==> config.mk <==
export PLATFORM = sky130hd
export DESIGN_NAME = bp_dcache_lce_mem_sequencer
export DESIGN_NICKNAME = d
export VERILOG_FILES = /design/src/rtl/bp_dcache_lce_mem_sequencer.sv
export SDC_FILE = /design/constraint.sdc
export NUM_CORES = 1
export LEC_CHECK = 0
export BUFFER_PORTS_ARGS = -buffer_cell sky130_fd_sc_hd__buf_2
export CAP_MARGIN = 20
export CORE_ASPECT_RATIO = 2
export CORE_UTILIZATION = 45
export CTS_CLUSTER_DIAMETER = 30
export DETAILED_ROUTE_END_ITERATION = 8
export GPL_TIMING_DRIVEN = 0
export PLACE_DENSITY = 0.76
export SLEW_MARGIN = 40
export SYNTH_ARGS = -nofsm -noshare
export SYNTH_HDL_FRONTEND = slang
export SYNTH_SLANG_ARGS = --single-unit
==> constraint.sdc <==
create_clock -name clk_i -period 3.3 [get_ports clk_i]
set_clock_uncertainty 0.2 [all_clocks]
set_input_delay 0.33 -clock clk_i [delete_from_list [all_inputs] [get_ports clk_i]]
set_output_delay 0.33 -clock clk_i [all_outputs]
set_load 0.03 [all_outputs]
==> src/rtl/bp_dcache_lce_mem_sequencer.sv <==
// rtl/bp_dcache_lce_mem_sequencer.sv - clears tag/stat memories after reset, then serialises LCE requests into tag/stat packets
module bp_dcache_lce_mem_sequencer #(
    parameter int sets_p      = 64,
    parameter int ways_p      = 8,
    parameter int tag_width_p = 10,
    localparam int lg_sets_lp = $clog2(sets_p),
    localparam int lg_ways_lp = $clog2(ways_p)
) (
    input  logic                   clk_i,
    input  logic                   reset_n_i,
    output logic                   init_done_o,

    input  logic                   req0_v_i,
    output logic                   req0_ready_o,
    input  logic [lg_sets_lp-1:0]  req0_index_i,
    input  logic [lg_ways_lp-1:0]  req0_way_i,
    input  logic                   req0_tag_en_i,
    input  logic [1:0]             req0_tag_op_i,
    input  logic [tag_width_p-1:0] req0_tag_i,
    input  logic                   req0_stat_en_i,
    input  logic [1:0]             req0_stat_op_i,

    input  logic                   req1_v_i,
    output logic                   req1_ready_o,
    input  logic [lg_sets_lp-1:0]  req1_index_i,
    input  logic [lg_ways_lp-1:0]  req1_way_i,
    input  logic                   req1_tag_en_i,
    input  logic [1:0]             req1_tag_op_i,
    input  logic [tag_width_p-1:0] req1_tag_i,
    input  logic                   req1_stat_en_i,
    input  logic [1:0]             req1_stat_op_i,

    output logic                   tag_mem_pkt_v_o,
    output logic [lg_sets_lp-1:0]  tag_mem_pkt_index_o,
    output logic [lg_ways_lp-1:0]  tag_mem_pkt_way_o,
    output logic [1:0]             tag_mem_pkt_op_o,
    output logic [tag_width_p-1:0] tag_mem_pkt_tag_o,
    input  logic                   tag_mem_pkt_yumi_i,

    output logic                   stat_mem_pkt_v_o,
    output logic [lg_sets_lp-1:0]  stat_mem_pkt_index_o,
    output logic [lg_ways_lp-1:0]  stat_mem_pkt_way_o,
    output logic [1:0]             stat_mem_pkt_op_o,
    input  logic                   stat_mem_pkt_yumi_i
);

    typedef enum logic [1:0] {
        e_clear = 2'd0,
        e_ready = 2'd1,
        e_issue = 2'd2
    } state_e;

    state_e                  state_r, state_n;
    logic [lg_sets_lp-1:0]   sweep_cnt_r;
    logic                    tag_done_r, stat_done_r;
    logic                    init_done_r;

    logic [lg_sets_lp-1:0]   req_index_r;
    logic [lg_ways_lp-1:0]   req_way_r;
    logic                    req_tag_en_r;
    logic [1:0]              req_tag_op_r;
    logic [tag_width_p-1:0]  req_tag_r;
    logic                    req_stat_en_r;
    logic [1:0]              req_stat_op_r;

    logic tag_req, stat_req;
    logic tag_fire, stat_fire;
    logic item_done;
    logic sweep_last;
    logic hs0, hs1;

    // The clear sweep always needs both packets; a request needs only what it enabled.
    assign tag_req    = (state_r == e_clear) || req_tag_en_r;
    assign stat_req   = (state_r == e_clear) || req_stat_en_r;
    assign tag_fire   = tag_mem_pkt_v_o && tag_mem_pkt_yumi_i;
    assign stat_fire  = stat_mem_pkt_v_o && stat_mem_pkt_yumi_i;
    assign item_done  = (!tag_req || tag_done_r || tag_fire)
                     && (!stat_req || stat_done_r || stat_fire);
    assign sweep_last = (sweep_cnt_r == lg_sets_lp'(sets_p - 1));
    assign hs0        = req0_v_i && req0_ready_o;
    assign hs1        = req1_v_i && req1_ready_o;

    always_ff @(posedge clk_i) begin
        if (!reset_n_i) begin
            state_r       <= e_clear;
            sweep_cnt_r   <= '0;
            tag_done_r    <= 1'b0;
            stat_done_r   <= 1'b0;
            init_done_r   <= 1'b0;
            req_index_r   <= '0;
            req_way_r     <= '0;
            req_tag_en_r  <= 1'b0;
            req_tag_op_r  <= 2'd0;
            req_tag_r     <= '0;
            req_stat_en_r <= 1'b0;
            req_stat_op_r <= 2'd0;
        end else begin
            state_r <= state_n;

            if (state_r != e_ready && item_done) begin
                tag_done_r  <= 1'b0;
                stat_done_r <= 1'b0;
            end else begin
                tag_done_r  <= tag_done_r || tag_fire;
                stat_done_r <= stat_done_r || stat_fire;
            end

            if (state_r == e_clear && item_done) begin
                sweep_cnt_r <= sweep_cnt_r + 1'b1;
                if (sweep_last) begin
                    init_done_r <= 1'b1;
                end
            end

            if (hs0) begin
                req_index_r   <= req0_index_i;
                req_way_r     <= req0_way_i;
                req_tag_en_r  <= req0_tag_en_i;
                req_tag_op_r  <= req0_tag_op_i;
                req_tag_r     <= req0_tag_i;
                req_stat_en_r <= req0_stat_en_i;
                req_stat_op_r <= req0_stat_op_i;
            end else if (hs1) begin
                req_index_r   <= req1_index_i;
                req_way_r     <= req1_way_i;
                req_tag_en_r  <= req1_tag_en_i;
                req_tag_op_r  <= req1_tag_op_i;
                req_tag_r     <= req1_tag_i;
                req_stat_en_r <= req1_stat_en_i;
                req_stat_op_r <= req1_stat_op_i;
            end
        end
    end

    always_comb begin
        state_n = state_r;
        case (state_r)
            e_clear: if (item_done && sweep_last) state_n = e_ready;
            e_ready: if (hs0 || hs1)              state_n = e_issue;
            e_issue: if (item_done)               state_n = e_ready;
            default:                              state_n = e_clear;
        endcase
    end

    always_comb begin
        init_done_o  = init_done_r;
        req0_ready_o = reset_n_i && (state_r == e_ready);
        req1_ready_o = reset_n_i && (state_r == e_ready) && !req0_v_i;

        tag_mem_pkt_v_o      = (state_r != e_ready) && tag_req && !tag_done_r;
        stat_mem_pkt_v_o     = (state_r != e_ready) && stat_req && !stat_done_r;
        tag_mem_pkt_index_o  = req_index_r;
        tag_mem_pkt_way_o    = req_way_r;
        tag_mem_pkt_op_o     = req_tag_op_r;
        tag_mem_pkt_tag_o    = req_tag_r;
        stat_mem_pkt_index_o = req_index_r;
        stat_mem_pkt_way_o   = req_way_r;
        stat_mem_pkt_op_o    = req_stat_op_r;

        if (state_r == e_clear) begin
            tag_mem_pkt_index_o  = sweep_cnt_r;
            tag_mem_pkt_way_o    = '0;
            tag_mem_pkt_op_o     = 2'd0;
            tag_mem_pkt_tag_o    = '0;
            stat_mem_pkt_index_o = sweep_cnt_r;
            stat_mem_pkt_way_o   = '0;
            stat_mem_pkt_op_o    = 2'd0;
        end
    end

endmodule

==> run metrics <==
Fmax achieved=394 MHz; peak supply drop=0.399 mV; Cell Area, Placed=2410 um2; sequential-to-total area share from yosys stat=0.382; global-route usage over all layers=0.240; vias in the first global route=1817; layout cell share with drive strength beyond 1=0.381; Post-CTS Setup Bufs=0; number of max-cap violations=0; global route overflow=0; TritonCTS clock tree=built; Final Cycle Share=0.769; critical path type=flip-flop to output pin; Slew Viols, Final=0; most common cell after layout, fill and taps aside=buf_2; Synth Instances=~220; Syn Nets=278; most frequent cells in the layout=buf_2 (95), dfxtp_1 (36), a21oi_1 (32), o21ai_0 (27), mux2i_1 (22); endpoints failing setup=0; DRC=0; drt total wl=5.01 mm; P per Cell Area=around 360 nW/um2; top-area cell type share of the netlist area=0.382; Yosys cell types=35; CTS-repair resized insts=0; # hold bufs at CTS=0; Synth-to-Final Area Change=33.0%; synth top area cells=dfxtp_1 (38%), mux2i_1 (12%), a21oi_1 (8.5%); # port buffers=92; Final Hold Fails=0; Rel. slew slack=0.642; Fin Setup TNS=0 ns; Avg Synthesized Cell Area=between 8 and 9 um2; Total Nets Final=377; Ys Warns=0; Worst Tran Pin Value=between 0.5 and 0.6 ns; Placeable Area=between 4000 and 5000 um2; vias per cell=between 5 and 6; total die area=between 4000 and 5000 um2; largest net degree at the start of global routing=11; Sink Count=36; dpl hpwl=~3.9 mm; detailed-router iteration count before antenna repair=4; final instance area=roughly 2500 um2; #FFs+latches synth=36; Worst Path Required=2.77 ns; Max Buffers Root-to-Sink=2; via count=between 1500 and 2000; n_diodes=0; type of the most critical hold path=primary input to flip-flop; initial cell density of the core=0.466; crit path DAT=between 2 and 2.5 ns; Wirelength per Cell=~13 um; Clk Latency, worst-skew pair=0.29 ns; # rows=33; Period minus WS final=around 2.5 ns; I/O pin count=93; first-iteration detailed-routing DRC count=30; outcome=complete, no violations; Die W=between 40 and 50 um; GP Congestion=approximately 0.84; Pleak=between 1 and 1.5 nW; startpoint types=flip-flop; Die H=93.5 um; CP Max Fanout=10; first-pass GRT wire length=a little under 8 mm; CTS buffer count=5; synthesized area=roughly 1900 um2; area leader, netlist=dfxtp_1; clk root buf=clkbuf_8; crit path capture type=output pin; post-route ant nets=0; clock-pin slew on the worst setup and hold paths=approximately 0.07 ns; RSZ-0062 raised after global routing=false; H-tree Lvls=2; initial antenna violation count=0
==> layer usage <==
metal,track usage,wire length (um),vias to the layer above
li1,-,-,978
met1,0.269,1910,906
met2,0.407,2740,66
met3,0.0541,247,9
met4,0.0995,120,0
met5,0,0,-
==> metrics by stage <==
| stage | util | power (W) | std cells | hold WS, ns | worst slack (ns) |
|---|---|---|---|---|---|
| global placement | 0.596 | 0.000564 | 365 | 0.248 | 1.09 |
| detailed placement | 0.596 | 0.000567 | 365 | 0.270 | 1.10 |
| floorplan | - | 0.000515 | 221 | 0.262 | 1.30 |
| CTS | 0.619 | 0.000898 | 372 | 0.131 | 0.760 |
| finish | 0.619 | 0.000899 | 372 | 0.121 | 0.761 |
| global route | 0.619 | 0.000931 | 372 | 0.134 | 0.639 |
==> report_power, final <==
group          internal (W)  total (W)  switching (W)
clock              0.000186   0.000343       0.000157
combinational     0.0000535   0.000112      0.0000586
sequential         0.000439   0.000444     0.00000514
==> sequential cells by signal (all words and copies together), names as in the netlist <==
name           flops
init_done_o        1
req_index_r        6
req_stat_en_r      1
req_stat_op_r      2
req_tag_en_r       1
req_tag_op_r       2
req_tag_r         10
req_way_r          3
stat_done_r        1
state_r            2
sweep_cnt_r        6
tag_done_r         1
==> critical path, stage by stage (launching register included) <==
cell	delay, ns
dfxtp_1	0.31
buf_2	0.18
or2_2	0.16
clkbuf_1	0.34
mux2_2	0.42
buf_4	0.13
buf_2	0.16
==> synth_stat cells <==
| master | n |
|---|---|
| a2111o_1 | 1 |
| buf_6 | 1 |
| and2_1 | 17 |
| ha_1 | 1 |
| nor3_1 | 4 |
| buf_4 | 9 |
| a21oi_1 | 32 |
| inv_1 | 9 |
| or3_1 | 1 |
| nor4_1 | 1 |
| or2_2 | 1 |
| o21ba_2 | 1 |
| buf_2 | 3 |
| o32ai_1 | 1 |
| xor2_1 | 1 |
| a32o_1 | 1 |
| a2111oi_0 | 1 |
| o21ai_0 | 27 |
| a41o_1 | 1 |
| nand2_1 | 5 |
| dfxtp_1 | 36 |
| nor2_1 | 9 |
| or4_1 | 2 |
| mux2_2 | 6 |
| o21a_1 | 1 |
| o22ai_1 | 2 |
| o31ai_1 | 2 |
| nand3_1 | 3 |
| nor2b_1 | 3 |
| o2bb2ai_1 | 2 |
| or3_2 | 2 |
| clkbuf_1 | 11 |
| nand3b_1 | 1 |
| mux2i_1 | 22 |
| o211a_1 | 1 |
==> cell type report <==
| type | instances | area (um2) |
|---|---|---|
| Clock buffer | 7 | 96.3 |
| Fill cell | 409 | 1540 |
| Buffer | 24 | 135 |
| Timing Repair Buffer | 92 | 460 |
| Inverter | 9 | 33.8 |
| Multi-Input combinational cell | 152 | 995 |
| Tap cell | 52 | 65.1 |
| Sequential cell | 36 | 721 |
==> kinds of logic (layout without fill, tap and decap cells) <==
| group | after synthesis | in the layout | share of synthesized area |
|---|---|---|---|
| adders and majority gates | 1 | 1 | 0.00664 |
| muxes | 28 | 28 | 0.153 |
| xor gates and xnor gates | 1 | 1 | 0.00465 |
| buffers and inverters | 33 | 132 | 0.0896 |
| AOI/OAI and AO/OA | 73 | 73 | 0.221 |
| and+or+nand+nor | 49 | 49 | 0.143 |
| DFF | 36 | 36 | 0.382 |
==> worst paths after layout <==
path,depth (start not counted),start,to,slack [ns]
worst max-delay path,6,state_r[1],tag_mem_pkt_index_o[4],0.76
worst min-delay path,3,req0_tag_i[7],req_tag_r[7],0.12
worst max register to register,6,state_r[1],req_index_r[2],1.21
worst min register to register,1,init_done_o,init_done_o,0.28
Power figures use the tool's default switching activity.
